===== config.mk =====
export PLATFORM = sky130hd
export DESIGN_NAME = vec_sub_sched
export DESIGN_NICKNAME = d
export VERILOG_FILES = /design/src/rtl/vec_sub_sched.sv
export SDC_FILE = /design/constraint.sdc
export NUM_CORES = 1
export LEC_CHECK = 0
export CAP_MARGIN = 20
export CORE_MARGIN = 3
export CORE_UTILIZATION = 50
export CTS_CLUSTER_SIZE = 20
export DETAILED_ROUTE_END_ITERATION = 16
export DONT_BUFFER_PORTS = 1
export MAX_ROUTING_LAYER = met4
export PLACE_DENSITY = 0.69
export SLEW_MARGIN = 20
export SYNTH_ARGS = -nofsm -noshare
export SYNTH_HDL_FRONTEND = slang
export SYNTH_SLANG_ARGS = --single-unit

===== constraint.sdc =====
create_clock -name clock -period 13.1 [get_ports clock]
set_input_delay 1.965 -clock clock [delete_from_list [all_inputs] [get_ports clock]]
set_output_delay 1.965 -clock clock [all_outputs]
set_load 0.02 [all_outputs]

===== src/rtl/vec_sub_sched.sv =====
// vec_sub_sched: one element-wise vector subtractor shared by two requesters.
//
// Arbitration is round-robin. R0 and R1 present (a, b) vector pairs. The
// granted pair is subtracted lane by lane, a - b. Each lane is either
// saturated to the signed FXP_N range or wrapped. The result is loaded into
// a one-entry registered output slot that uses a valid/ready handshake.
//
// Ports
//   clock, reset_n          : rising-edge clock, asynchronous active-low reset
//   r{0,1}_valid / _ready   : request handshake. ready is combinational.
//   r{0,1}_a / _b           : ARR_WIDTH lanes of signed FXP_N operands
//   out_valid / out_ready   : result slot handshake
//   out_data                : per-lane a - b (saturated or wrapped)
//   out_id                  : requester of the held result (0 = R0, 1 = R1)
//   out_sat                 : per-lane clamp flags (always 0 when SATURATE=0)
//   sat_cnt_clr             : synchronous clear of sat_cnt. It wins over increment.
//   sat_cnt                 : number of accepted results with any clamped lane.
//                             The count saturates at all-ones.
`ifndef ARR_WIDTH
`define ARR_WIDTH 4
`endif
`ifndef FXP_N
`define FXP_N 16
`endif

module vec_sub_sched #(
    parameter int SATURATE = 1,
    parameter int CNT_W    = 16
) (
    input  logic                              clock,
    input  logic                              reset_n,
    input  logic                              r0_valid,
    output logic                              r0_ready,
    input  logic [`ARR_WIDTH-1:0][`FXP_N-1:0] r0_a,
    input  logic [`ARR_WIDTH-1:0][`FXP_N-1:0] r0_b,
    input  logic                              r1_valid,
    output logic                              r1_ready,
    input  logic [`ARR_WIDTH-1:0][`FXP_N-1:0] r1_a,
    input  logic [`ARR_WIDTH-1:0][`FXP_N-1:0] r1_b,
    output logic                              out_valid,
    input  logic                              out_ready,
    output logic [`ARR_WIDTH-1:0][`FXP_N-1:0] out_data,
    output logic                              out_id,
    output logic [`ARR_WIDTH-1:0]             out_sat,
    input  logic                              sat_cnt_clr,
    output logic [CNT_W-1:0]                  sat_cnt
);

    localparam int AW = `ARR_WIDTH;
    localparam int FW = `FXP_N;

    // When both requesters are valid, ptr_q selects the winner: 0 = R0, 1 = R1.
    logic                   ptr_q, ptr_d;
    logic                   out_valid_q, out_valid_d;
    logic [AW-1:0][FW-1:0]  out_data_q, out_data_d;
    logic                   out_id_q, out_id_d;
    logic [AW-1:0]          out_sat_q, out_sat_d;
    logic [CNT_W-1:0]       sat_cnt_q, sat_cnt_d;

    logic                   slot_free_s;
    logic                   gnt0_s, gnt1_s, accept_s;
    logic [AW-1:0][FW-1:0]  a_sel_s, b_sel_s, diff_s;
    logic [AW-1:0]          clamp_s;

    // Return {clamp, result} for one lane. The difference is formed at FW+1
    // bits. When its top two bits disagree, the difference is outside the
    // FW-bit signed range.
    function automatic logic [FW:0] sub_lane(input logic [FW-1:0] a, input logic [FW-1:0] b);
        logic [FW:0] d;
        logic [FW:0] res;
        d = {a[FW-1], a} - {b[FW-1], b};
        if ((SATURATE != 0) && (d[FW] != d[FW-1])) begin
            // Positive overflow gives 0111..1. Negative overflow gives 1000..0.
            res = {1'b1, d[FW], {(FW-1){~d[FW]}}};
        end else begin
            res = {1'b0, d[FW-1:0]};
        end
        return res;
    endfunction

    // Round-robin grant. Reset and a stalled slot both suppress every grant.
    always_comb begin
        slot_free_s = ~out_valid_q | out_ready;
        gnt0_s      = 1'b0;
        gnt1_s      = 1'b0;
        if (reset_n && slot_free_s) begin
            if (r0_valid && r1_valid) begin
                gnt0_s = ~ptr_q;
                gnt1_s = ptr_q;
            end else begin
                gnt0_s = r0_valid;
                gnt1_s = r1_valid;
            end
        end else begin
            gnt0_s = 1'b0;
            gnt1_s = 1'b0;
        end
        accept_s = gnt0_s | gnt1_s;
    end

    // Operand mux and per-lane subtract with optional clamp.
    always_comb begin
        a_sel_s = gnt1_s ? r1_a : r0_a;
        b_sel_s = gnt1_s ? r1_b : r0_b;
        diff_s  = '0;
        clamp_s = '0;
        for (int i = 0; i < AW; i++) begin
            {clamp_s[i], diff_s[i]} = sub_lane(a_sel_s[i], b_sel_s[i]);
        end
    end

    // Next state for the output slot, the pointer and the saturation counter.
    always_comb begin
        ptr_d       = ptr_q;
        out_valid_d = out_valid_q;
        out_data_d  = out_data_q;
        out_id_d    = out_id_q;
        out_sat_d   = out_sat_q;
        sat_cnt_d   = sat_cnt_q;
        if (accept_s) begin
            out_valid_d = 1'b1;
            out_data_d  = diff_s;
            out_id_d    = gnt1_s;
            out_sat_d   = clamp_s;
            // The next tie goes to the requester that was not just served.
            ptr_d       = gnt0_s;
        end else if (out_ready) begin
            out_valid_d = 1'b0;
        end else begin
            out_valid_d = out_valid_q;
        end
        if (sat_cnt_clr) begin
            sat_cnt_d = '0;
        end else if (accept_s && (|clamp_s) && (sat_cnt_q != {CNT_W{1'b1}})) begin
            sat_cnt_d = sat_cnt_q + {{(CNT_W-1){1'b0}}, 1'b1};
        end else begin
            sat_cnt_d = sat_cnt_q;
        end
    end

    // State registers.
    always_ff @(posedge clock or negedge reset_n) begin
        if (!reset_n) begin
            ptr_q       <= 1'b0;
            out_valid_q <= 1'b0;
            out_data_q  <= '0;
            out_id_q    <= 1'b0;
            out_sat_q   <= '0;
            sat_cnt_q   <= '0;
        end else begin
            ptr_q       <= ptr_d;
            out_valid_q <= out_valid_d;
            out_data_q  <= out_data_d;
            out_id_q    <= out_id_d;
            out_sat_q   <= out_sat_d;
            sat_cnt_q   <= sat_cnt_d;
        end
    end

    assign r0_ready  = gnt0_s;
    assign r1_ready  = gnt1_s;
    assign out_valid = out_valid_q;
    assign out_data  = out_data_q;
    assign out_id    = out_id_q;
    assign out_sat   = out_sat_q;
    assign sat_cnt   = sat_cnt_q;

endmodule


### Word-level counts from Yosys, hierarchy flattened

Cells that the tools add are included.

| cells by class | value |
|---|---|
| $add $sub $neg | 5 |
| bitwise operators | 8 |
| multiplexer cells | 14 |
| equality and inequality tests | 5 |
| reduce and logical (&&, ||, !) cells | 7 |

Operators by type and width:

| kind | count |
|---|---|
| 2-to-1 mux 64 bit | 2 |
| 2-to-1 mux 17 bit | 4 |
| subtractor 16 x 16 -> 17 bit | 4 |
| 2-to-1 mux 16 bit | 2 |
| adder 16 x 1 -> 16 bit, second input constant | 1 |
| inequality test 16 bit, second input constant | 1 |
| 2-to-1 mux 1 bit | 6 |
| inverter 1 bit | 6 |
| logical AND 1 bit | 4 |
| inequality test 1 bit | 4 |
| nonzero test 2 bit | 2 |
| OR reduction 4 bit | 1 |
| bitwise OR 1 bit | 2 |

| storage, ports and cells | value |
|---|---|
| register bits | 87 |
| output and inout port bits | 88 |
| bits of input ports | 262 |
| word-level logic and storage cells | 48 |

### Depth between registers and ports, before layout

Gate-level depths: netlist of run 1.

| logic depth | value |
|---|---|
| depth after elaboration | 13 |
| mapped depth | 20 |

### Worst setup path after synthesis of run 1

OpenSTA, ideal clock, no wires.

| path | value |
|---|---|
| kind | in2reg |
| from | input port out_ready |
| to | register sat_cnt_q[5], in the netlist sat_cnt[5] |
| path slack | 7.047 ns |
| arrival | 5.925 ns |
| stages on the path | 17 |
| path buffers | 3 |
| data required time | 12.972 ns |
| cells stage by stage | nand2b_1 > and2_1 > nand3_1 > clkbuf_1 > buf_1 > mux2i_1 > ha_1 > a21o_1 > a31o_1 > a221o_1 > or3b_1 > o211ai_2 > a2bb2oi_4 > nor4b_4 > buf_6 > nor4_1 > mux2_1 |

| between the ends | value |
|---|---|
| longest elaborated chain between the ends | 11 |
| elaborated cells on any way between the ends | 23 |

Ends and longest elaborated chain:

| element | RTL line | RTL |
|---|---|---|
| from (decl) | 41 | `input logic out_ready,` |
| bitwise OR 1 bit (*) | 83 | `slot_free_s = ~out_valid_q \| out_ready;` |
| logical AND 1 bit (*) | 86 | `if (reset_n && slot_free_s) begin` |
| 2-to-1 mux 1 bit | 86 |  |
| 2-to-1 mux 64 bit, on equally long branches | 103, 104 |  |
| subtractor 16 x 16 -> 17 bit | 71 | `d = {a[FW-1], a} - {b[FW-1], b};` |
| inequality test 1 bit | 72 | `if ((SATURATE != 0) && (d[FW] != d[FW-1])) begin` |
| 2-to-1 mux 17 bit | 72 |  |
| OR reduction 4 bit | 134 | `end else if (accept_s && (\|clamp_s) && (sat_cnt_q != {CNT_W{1'b1}})) begin` |
| logical AND 1 bit (*) (2 in a row) | 134 |  |
| nonzero test 2 bit (no source line) (*) | - |  |
| to (signal assigned) | 156 | `sat_cnt_q <= sat_cnt_d;` |
| to (decl) | 58 | `logic [CNT_W-1:0] sat_cnt_q, sat_cnt_d;` |

Every way passes the cells marked *; elsewhere a longest branch is shown, timed or not.
A chain may end at the register's enable or synchronous reset.

### Final worst setup path of run 1

| path | value |
|---|---|
| from | input port out_ready |
| to | register sat_cnt_q[5], in the netlist sat_cnt[5] |

| between the ends | value |
|---|---|
| longest elaborated chain between the ends | 11 |
| elaborated cells on any way between the ends | 23 |

Ends and longest elaborated chain:

| element | RTL line | RTL |
|---|---|---|
| bitwise OR 1 bit (*) | 83 |  |
| logical AND 1 bit (*) | 86 |  |
| 2-to-1 mux 1 bit (*) | 86 |  |
| net r1_ready | 37 | `output logic r1_ready,` |
| 2-to-1 mux 64 bit, on equally long branches | 103, 104 |  |
| subtractor 16 x 16 -> 17 bit | 71 |  |
| inequality test 1 bit | 72 |  |
| 2-to-1 mux 17 bit | 72 |  |
| OR reduction 4 bit | 134 |  |
| logical AND 1 bit (*) (2 in a row) | 134 |  |
| nonzero test 2 bit (no source line) (*) | - |  |

Mark *: on every way through the listed nets, which the timed path passes. The rest lies on a longest branch.

==> impl_metrics.csv, run 1 <==
group,metric,value,unit
status,status,"finished clean",
clocking,post_cts_buffers,0,
timing,tightest_slew,1000,ps
detailed_routing,ant_nets,0,
critical_path,worst_r2r_path_depth,19,
critical_path,r2r_slack,7160,ps
critical_path,crit_arrival,7300,ps
clocking,cts_max_level,3,
yosys,syn_inst,1110,
timing,holdWs,514,ps
timing,rsz0062_at_grt,"no",
placed_design,dp_hpwl,18.7,mm
hold_path,hold_class,"flop to flop",
yosys,synthArstFlopShare,100,%
power_and_ir_drop,clkPwrFrac,20.2,%
power_and_ir_drop,leakage,4.52,nW
timing,setup_ws,6050,ps
floorplanning,num_rows,46,
final_layout,fin_area,0.00891,sq mm
critical_path,critPathKind,"primary input to flop",
critical_path,cp_data_required_time,13340,ps
final_layout,fin_cells,1299,
detailed_routing,drc,0,
timing,fin_crit_sh,53.8,%
clocking,cts_resized,0,
timing,max_freq,142,MHz
timing,hold_violations,0,
global_routing,overflow,0,
floorplanning,start_util,52.1,%
floorplanning,pin_count,350,
final_layout,fin_nets,1409,
global_routing,grt_pass1_wl,37.5,mm
critical_path,critPathCapture,"sat_cnt[5]",
critical_path,crit_path_start,"out_ready",
timing,finalSetupTns,0,ps
detailed_routing,totalWireLength,24.1,mm
final_layout,final_util,54.9,%
yosys,synth-edff-count,0,
final_layout,n_fill_cell,1617,
power_and_ir_drop,p_comb_share,38.8,%
flow_run,maxCapViolCount,0,
critical_path,rr_startpoint,"out_valid",
detailed_routing,wl_per_cell,18.5,microns
critical_path,endpoint_kind,"flop",
timing,setup_viol,0,
power_and_ir_drop,power.total,1.31,mW
clocking,hold_buffers,0,
final_layout,drive_above_1_share,3.69,%
final_layout,insertedDiodeCount,0,
timing,period_needed,7050,ps
placed_design,routabilityCongestion,0.897,
clocking,cts_tree,"yes",
global_routing,grt_max_degree,118,
yosys,synth_ff_type,"dfrtp_1",
power_and_ir_drop,ir_worst_vdd,0.0000725,V
clocking,clockBufferDepth,2,
floorplanning,dieArea,0.0185,sq mm
yosys,ys_ff_latch,87,
power_and_ir_drop,seqPwrFrac,41.0,%
critical_path,worstReg2RegEnd,"sat_cnt[5]",
floorplanning,die_x,136,microns
clocking,clkTransAtPathRegs,80,ps
yosys,ys_types,67,
timing,slew_headroom,33.0,%
critical_path,cp_max_fo,52,
power_and_ir_drop,internal-power,0.698,mW
clocking,clockRootBuffer,"clkbuf_16",
yosys,syn_area,0.00846,sq mm
power_and_ir_drop,p_switching,0.615,mW
yosys,ys_seq_area_share,25.7,%
placed_design,numPlacedInstances,1283,
power_and_ir_drop,power.density,147,mW/mm^2
yosys,ys_warn_count,0,
detailed_routing,vias_per_cell,5.96,
yosys,avgSynthCellArea,7.62,sq um
floorplanning,die_y,136,microns
placed_design,port-buffer-count,0,
critical_path,start_kind,"primary input",
clocking,worst_skew_pair.late_latency,360,ps
clocking,numCtsBuffers,9,
global_routing,antenna_found_initial,0,
global_routing,grt_pass1_vias,7451,
global_routing,grt_usage,26.1,%
power_and_ir_drop,sw_frac_of_total,46.8,%
yosys,syn_nets,1441,
detailed_routing,drt_iter0_drc,465,
detailed_routing,firstDrtPassIters,5,
floorplanning,coreArea,0.0162,sq mm
placed_design,place_ws,5710,ps
timing,skew,12.3,ps
clocking,cts.sinks,87,
placed_design,dpl_cell_area,0.00861,sq mm
detailed_routing,vias,7739,
final_layout,synthToLayoutAreaGrowth,5.23,%
timing,drv_slew,0,
[layer usage]
metal	up-vias	wire, microns	track usage, %
li1	3871	-	-
met1	3568	10200	31.9
met2	274	11700	44.2
met3	26	1830	5.37
met4	0	332	6.44
met5	-	0	-
[worst min path at each step]
stage                     start     to  slack (ps)  depth (start not counted)
after global placement    ptr_q  ptr_q         480                          1
after floorplan           ptr_q  ptr_q         460                          1
after CTS                 ptr_q  ptr_q         510                          1
after detailed placement  ptr_q  ptr_q         490                          1
after global routing      ptr_q  ptr_q         530                          1
final                     ptr_q  ptr_q         510                          1
[Yosys cell counts (all sizes together), types with 9 or more instances]
cell type,instances,area [sq um]
a211oi,14,110
a21o,25,188
a21oi,57,285
a31oi,9,56.3
and3,9,56.3
buf,12,53.8
clkbuf,37,139
dfrtp,87,2180
ha,65,813
inv,24,90.1
mux2i,67,671
nand2,295,1110
nand2b,19,119
nand3,11,55.1
nor2,54,203
nor2b,16,100
nor3,13,70.1
o21a,13,97.6
o21ai,108,541
o31ai,13,103
or3,10,62.6
xnor2,29,254
xor2,16,140
[cell usage in the layout (no fill, tap or decap), types with 5 or more instances in the layout]
| master | synthesis | routed |
|---|---|---|
| clkbuf_16 | 0 | 9 |
| o211ai_1 | 7 | 7 |
| nand2_1 | 295 | 295 |
| buf_4 | 0 | 5 |
| o21a_1 | 13 | 13 |
| and3_1 | 9 | 9 |
| o31ai_1 | 12 | 12 |
| inv_1 | 24 | 23 |
| nand2b_1 | 19 | 19 |
| dfrtp_1 | 87 | 87 |
| nand4_1 | 8 | 8 |
| or2_2 | 5 | 5 |
| a21oi_1 | 57 | 57 |
| a21o_1 | 25 | 25 |
| ha_1 | 65 | 65 |
| a31oi_1 | 9 | 9 |
| or4_1 | 6 | 6 |
| nor2_1 | 54 | 54 |
| xor2_1 | 16 | 16 |
| o21ai_0 | 106 | 105 |
| mux2i_1 | 67 | 67 |
| or3_1 | 10 | 10 |
| nand3_1 | 11 | 10 |
| a211oi_1 | 13 | 13 |
| nor3_1 | 12 | 12 |
| nor2b_1 | 16 | 16 |
| maj3_1 | 8 | 8 |
| mux2_1 | 6 | 6 |
| xnor2_1 | 29 | 29 |
| and2_1 | 7 | 7 |
| o31a_1 | 5 | 5 |
[worst max-delay path, stage by stage]
cell	delay [ps]
nand2b_1	90
and2_1	270
nand3_4	580
inv_2	720
buf_4	500
nand2_1	100
nand2_1	120
inv_1	60
ha_1	270
nor2b_1	140
o31a_1	280
o31ai_2	340
a21o_1	260
o2111ai_1	160
a211oi_2	390
nor4b_4	90
buf_4	230
nor4_1	320
mux2_1	350
[flip-flops by register name, summed over array words and instances, names as in the netlist]
register / count
out_sat: 4
out_valid: 1
ptr_q: 1
sat_cnt: 16
out_id: 1
out_data: 64
[final cells by class]
type,instances,area [sq um],share of cell area [%]
Clock inverter,7,67.6,0.759
Sequential cell,87,2180,24.4
Tap cell,216,270,3.03
Inverter,24,90.1,1.01
Multi-Input combinational cell,950,6030,67.7
Clock buffer,9,225,2.53
Timing Repair Buffer,6,48.8,0.548
[power by group through the flow]
stage,combinational (mW),clock [mW],sequential [mW]
floorplan,0.412,0,0.506
global placement,0.498,0,0.545
detailed placement,0.508,0,0.546
CTS,0.510,0.273,0.541
global route,0.580,0.283,0.549
finish,0.509,0.266,0.538
[logic make-up (layout without fill, tap and decap cells)]
group / after synthesis / in the layout / synth area share (%)
compound gates: 284 / 284 / 21.2
xor+xnor: 45 / 45 / 4.66
mux: 75 / 75 / 8.99
simple gates: 469 / 469 / 24.6
fa+ha+maj: 77 / 77 / 11.5
buf+inv: 73 / 46 / 3.34
flops: 87 / 87 / 25.7
(Power assumes the default switching activity.)
==> run 2: changes to the inputs <==
--- a/config.mk
+++ b/config.mk
@@ -12,7 +12,7 @@
 export DETAILED_ROUTE_END_ITERATION = 16
 export DONT_BUFFER_PORTS = 1
 export MAX_ROUTING_LAYER = met4
-export PLACE_DENSITY = 0.69
+export PLACE_DENSITY = 0.72
 export SLEW_MARGIN = 20
 export SYNTH_ARGS = -nofsm -noshare
 export SYNTH_HDL_FRONTEND = slang
==> constraint.sdc (replaced) <==
create_clock -name clock -period 5.9 [get_ports clock]
set_input_delay 0.885 -clock clock [delete_from_list [all_inputs] [get_ports clock]]
set_output_delay 0.885 -clock clock [all_outputs]
set_load 0.02 [all_outputs]
==> run 2 against run 1 <==
Compared with the run above: final area grew 0.27%; cell count grew 0.15%; clock power grew 110%; critical path type unchanged.
==> impl_metrics.csv, run 2 (same netlist as run 1, synthesis figures left out) <==
group,metric,value,unit
timing,rsz0062_at_grt,"no",
power_and_ir_drop,ir_worst_vdd,0.000164,V
detailed_routing,firstDrtPassIters,5,
timing,slew_headroom,38.5,%
detailed_routing,drt_iter0_drc,379,
critical_path,crit_arrival,5160,ps
floorplanning,coreArea,0.0162,sq mm
timing,max_freq,203,MHz
critical_path,critPathKind,"primary input to flop",
placed_design,port-buffer-count,0,
global_routing,grt_max_degree,89,
clocking,cts_resized,0,
detailed_routing,totalWireLength,23.9,mm
global_routing,grt_pass1_vias,7305,
hold_path,hold_class,"primary input to async pin",
clocking,clockBufferDepth,2,
critical_path,critPathCapture,"sat_cnt[5]",
final_layout,drive_above_1_share,3.78,%
clocking,post_cts_buffers,0,
clocking,cts_max_level,3,
floorplanning,num_rows,46,
timing,tightest_slew,915,ps
status,status,"finished clean",
final_layout,insertedDiodeCount,0,
clocking,clockRootBuffer,"clkbuf_16",
floorplanning,dieArea,0.0185,sq mm
final_layout,synthToLayoutAreaGrowth,5.51,%
detailed_routing,ant_nets,0,
placed_design,dp_hpwl,18.9,mm
critical_path,crit_path_start,"out_ready",
timing,drv_slew,0,
flow_run,maxCapViolCount,0,
critical_path,r2r_slack,1070,ps
critical_path,cp_data_required_time,6130,ps
timing,holdWs,227,ps
critical_path,rr_startpoint,"out_valid",
global_routing,overflow,0,
critical_path,start_kind,"primary input",
floorplanning,pin_count,350,
global_routing,grt_pass1_wl,37.2,mm
power_and_ir_drop,leakage,4.53,nW
final_layout,final_common_cell,"nand2_1",
floorplanning,die_x,136,microns
detailed_routing,vias_per_cell,5.93,
timing,fin_crit_sh,83.5,%
detailed_routing,vias,7709,
timing,skew,8.42,ps
final_layout,largest_register_ffs,64,
placed_design,routabilityCongestion,0.873,
clocking,worst_skew_pair.late_latency,340,ps
timing,period_needed,4930,ps
final_layout,n_fill_cell,1590,
critical_path,endpoint_kind,"flop",
global_routing,antenna_found_initial,0,
detailed_routing,drc,0,
clocking,numCtsBuffers,9,
timing,hold_violations,0,
power_and_ir_drop,power.density,323,mW/mm^2
clocking,hold_buffers,0,
detailed_routing,wl_per_cell,18.3,microns
floorplanning,die_y,136,microns
final_layout,fin_nets,1411,
critical_path,worst_r2r_path_depth,17,
clocking,clkTransAtPathRegs,70,ps
floorplanning,start_util,52.1,%
clocking,cts_tree,"yes",
global_routing,grt_usage,25.7,%
clocking,cts.sinks,87,
timing,finalSetupTns,0,ps
timing,setup_viol,0,
critical_path,cp_max_fo,86,
critical_path,worstReg2RegEnd,"sat_cnt[5]",
final_layout,mostFrequentLayoutCells,"nand2_1, o21ai_0, dfrtp_1",
-- run 2: cell types whose count changed in the layout (fill, tap and decap cells not counted), sizes merged --
cell	delta
buf	+2
clkinv	+2
inv	-2
clkbuf	+1
clkinvlp	-1
-- run 2: area by class of cell --
cell class | instances | area (sq um) | area share, %
clock inverter | 6 | 51.3 | 0.574
sequential | 87 | 2180 | 24.4
timing repair buffer | 8 | 85.1 | 0.953
multi-input combinational | 950 | 6030 | 67.5
tap | 216 | 270 | 3.03
clock buffer | 10 | 229 | 2.56
inverter | 24 | 90.1 | 1.01
-- run 2: how the worst min path moves through the flow --
stage | startpoint | endpoint | depth (start not counted)
after floorplan | ptr_q | ptr_q | 1
after global placement | ptr_q | ptr_q | 1
after detailed placement | ptr_q | ptr_q | 1
after CTS | reset_n | out_data[44] | 0
after global routing | reset_n | sat_cnt[4] | 0
final | reset_n | sat_cnt[8] | 0
-- run 2: stage by stage --
stage | power (mW) | std cells | cell area, sq um | util (%) | setup slack [ps]
detailed placement | 2.33 | 1285 | 8650 | 53.3 | 642
floorplan | 2.04 | 1110 | 8460 | - | 927
CTS | 2.90 | 1301 | 8930 | 55.0 | 1010
global placement | 2.31 | 1285 | 8650 | 53.3 | 743
global route | 3.10 | 1301 | 8930 | 55.0 | 734
finish | 2.88 | 1301 | 8930 | 55.0 | 972
-- run 2: worst max-delay path, cell delays in order --
cell and delay, ps:
nand2b_1 150, and2_1 260, nand3_4 130, buf_12 330, mux2i_1 330, inv_1 80
ha_1 270, nor2b_1 140, o31a_1 280, o31ai_2 350, a21o_1 250, o2111ai_1 160
a211oi_2 410, nor4b_4 80, buf_4 230, nor4_1 360, mux2_1 370
-- run 2: routing by layer --
layer  part of all wire (%)  GRT usage [%]
met3                    7.9           6.70
met4                    2.0           6.83
met5                      0              -
met2                     48           42.7
met1                     42           31.1
-- run 2: power by group --
| group | switching (mW) | internal, mW |
|---|---|---|
| Combinational | 0.664 | 0.471 |
| Clock | 0.265 | 0.294 |
| Sequential | 0.408 | 0.781 |
==> run 3: changes to the inputs <==
==> constraint.sdc (replaced) <==
create_clock -name clock -period 4.01 [get_ports clock]
set_input_delay 0.6015 -clock clock [delete_from_list [all_inputs] [get_ports clock]]
set_output_delay 0.6015 -clock clock [all_outputs]
set_load 0.02 [all_outputs]
==> run 3 against run 2 <==
Compared with the run above: the run now ends with hold timing, setup timing left; critical path depth is the same; routed wire length increased by 11%; critical endpoint is now sat_cnt[12]; via count increased by 13%; clock skew is 3.7 ps higher; clock power increased by 49%.
==> impl_metrics.csv, run 3 (same netlist as run 1, synthesis figures left out) <==
group,metric,value,unit
status,status,"complete, but fails checks",
status,violations,"hold timing, setup timing",
critical_path,endpoint_kind,"flop",
floorplanning,die_y,136,microns
detailed_routing,firstDrtPassIters,5,
clocking,clockRootBuffer,"clkbuf_16",
floorplanning,dieArea,0.0185,sq mm
final_layout,largest_register_ffs,64,
critical_path,critPathKind,"flop to flop",
flow_run,maxCapViolCount,0,
placed_design,dp_hpwl,21.0,mm
global_routing,grt_pass1_wl,41.2,mm
placed_design,numPlacedInstances,1469,
floorplanning,pin_count,350,
global_routing,grt_max_degree,89,
clocking,clockBufferDepth,2,
global_routing,grt_usage,28.3,%
floorplanning,die_x,136,microns
final_layout,insertedDiodeCount,0,
detailed_routing,drt_iter0_drc,456,
timing,period_needed,4030,ps
timing,tightest_slew,537,ps
timing,setup_viol,2,
clocking,numCtsBuffers,9,
clocking,cts_tree,"yes",
detailed_routing,drc,0,
floorplanning,num_rows,46,
power_and_ir_drop,power.total,4.86,mW
floorplanning,coreArea,0.0162,sq mm
clocking,cts.sinks,87,
placed_design,routabilityCongestion,0.977,
power_and_ir_drop,ir_worst_vdd,0.000283,V
global_routing,overflow,0,
clocking,worst_skew_pair.late_latency,350,ps
timing,setup_ws,-18.0,ps
floorplanning,start_util,52.1,%
critical_path,cp_data_required_time,4290,ps
timing,holdWs,-54.3,ps
final_layout,final_util,66.6,%
final_layout,drive_above_1_share,21.8,%
critical_path,cp_max_fo,24,
clocking,cts_max_level,3,
timing,max_freq,248,MHz
timing,hold_violations,87,
final_layout,n_fill_cell,1379,
clocking,clkTransAtPathRegs,70,ps
timing,skew,12.2,ps
global_routing,antenna_found_initial,0,
detailed_routing,vias_per_cell,5.80,
global_routing,grt_pass1_vias,8487,
detailed_routing,vias,8692,
detailed_routing,totalWireLength,26.6,mm
final_layout,fin_nets,1608,
final_layout,mostFrequentLayoutCells,"nand2_1, buf_4, o21ai_0",
detailed_routing,ant_nets,0,
timing,fin_crit_sh,100,%
power_and_ir_drop,leakage,5.56,nW
critical_path,crit_arrival,4310,ps
final_layout,fin_cells,1498,
timing,slew_headroom,63.3,%
final_layout,final_common_cell,"nand2_1",
final_layout,synthToLayoutAreaGrowth,27.7,%
detailed_routing,wl_per_cell,17.7,microns
power_and_ir_drop,power.density,450,mW/mm^2
critical_path,start_kind,"flop",
timing,drv_slew,0,
timing,rsz0062_at_grt,"yes",
hold_path,hold_class,"primary input to async pin",
placed_design,port-buffer-count,0,
[run 3: changes by cell type in the layout (fill, tap and decap cells not counted), moves of 4 or more]
cell     before  now
buf_12        2    8
o21ai_1       2    8
buf_4         6  190
mux2i_1      67   62
o21ai_0     105   98
mux2i_2       0    4
[run 3: layout make-up]
class	instances	area, sq um	area share, %
sequential	87	2180	20.1
multi-input combinational	950	6290	58.2
tap	216	270	2.50
timing repair buffer	205	1700	15.8
inverter	24	92.6	0.856
clock inverter	5	38.8	0.359
clock buffer	11	243	2.25
[run 3: power breakdown]
group | internal, mW | switching, mW | leakage (nW)
registers | 1.15 | 0.589 | 1.09
logic | 1.15 | 1.14 | 4.33
clock network | 0.443 | 0.392 | 0.137
[run 3: routing by layer]
metal,share of wire [%],vias up,track usage (%)
met3,8.1,39,6.99
met5,0,-,-
met2,51,338,48.7
met4,1.7,0,7.67
li1,-,4257,-
met1,39,4058,33.0
[run 3: worst paths after layout]
path                        startpoint           end  slack, ps  depth (start not counted)
setup / recovery             out_valid   sat_cnt[12]        -20                         17
hold / removal                 reset_n   out_data[1]        -50                          0
setup reg to reg             out_valid   sat_cnt[12]        -20                         17
hold reg to reg              out_valid     out_valid        540                          2
max in group asynchronous      reset_n  out_data[63]       3920                          0
min in group clock         sat_cnt_clr   sat_cnt[12]        300                          1
[run 3: timing repair]
item,in CTS,in global routing
endpoints found under the setup margin,21,55
buffers inserted,6,6
cloned,0,1
hold endpoints to repair,87,87
gates resized for setup,19,30
pin swaps,5,9
[run 3: stage by stage]
step / setup TNS, ps / setup WS, ps / area (sq um)
final: -23.2 / -18.0 / 10800
after global routing: -1590 / -225 / 10800
after CTS: -110 / -44.9 / 10600
after detailed placement: -10120 / -390 / 10200
after global placement: -5940 / -286 / 10200
after floorplan: 0 / 1.35 / 8620
[run 3: worst max-delay path, cell delays in order (launching register included)]
cell and delay (ps):
dfrtp_1 390, nand2b_4 70, and2_4 150, nand3_4 100, buf_12 210, mux2i_1 310
ha_4 250, and4_1 240, and2_1 160, a221o_1 330, or3b_1 390, o211ai_2 90
a2bb2oi_4 210, nor4b_4 80, buf_12 160, buf_12 140, or4_1 520, a21oi_2 140
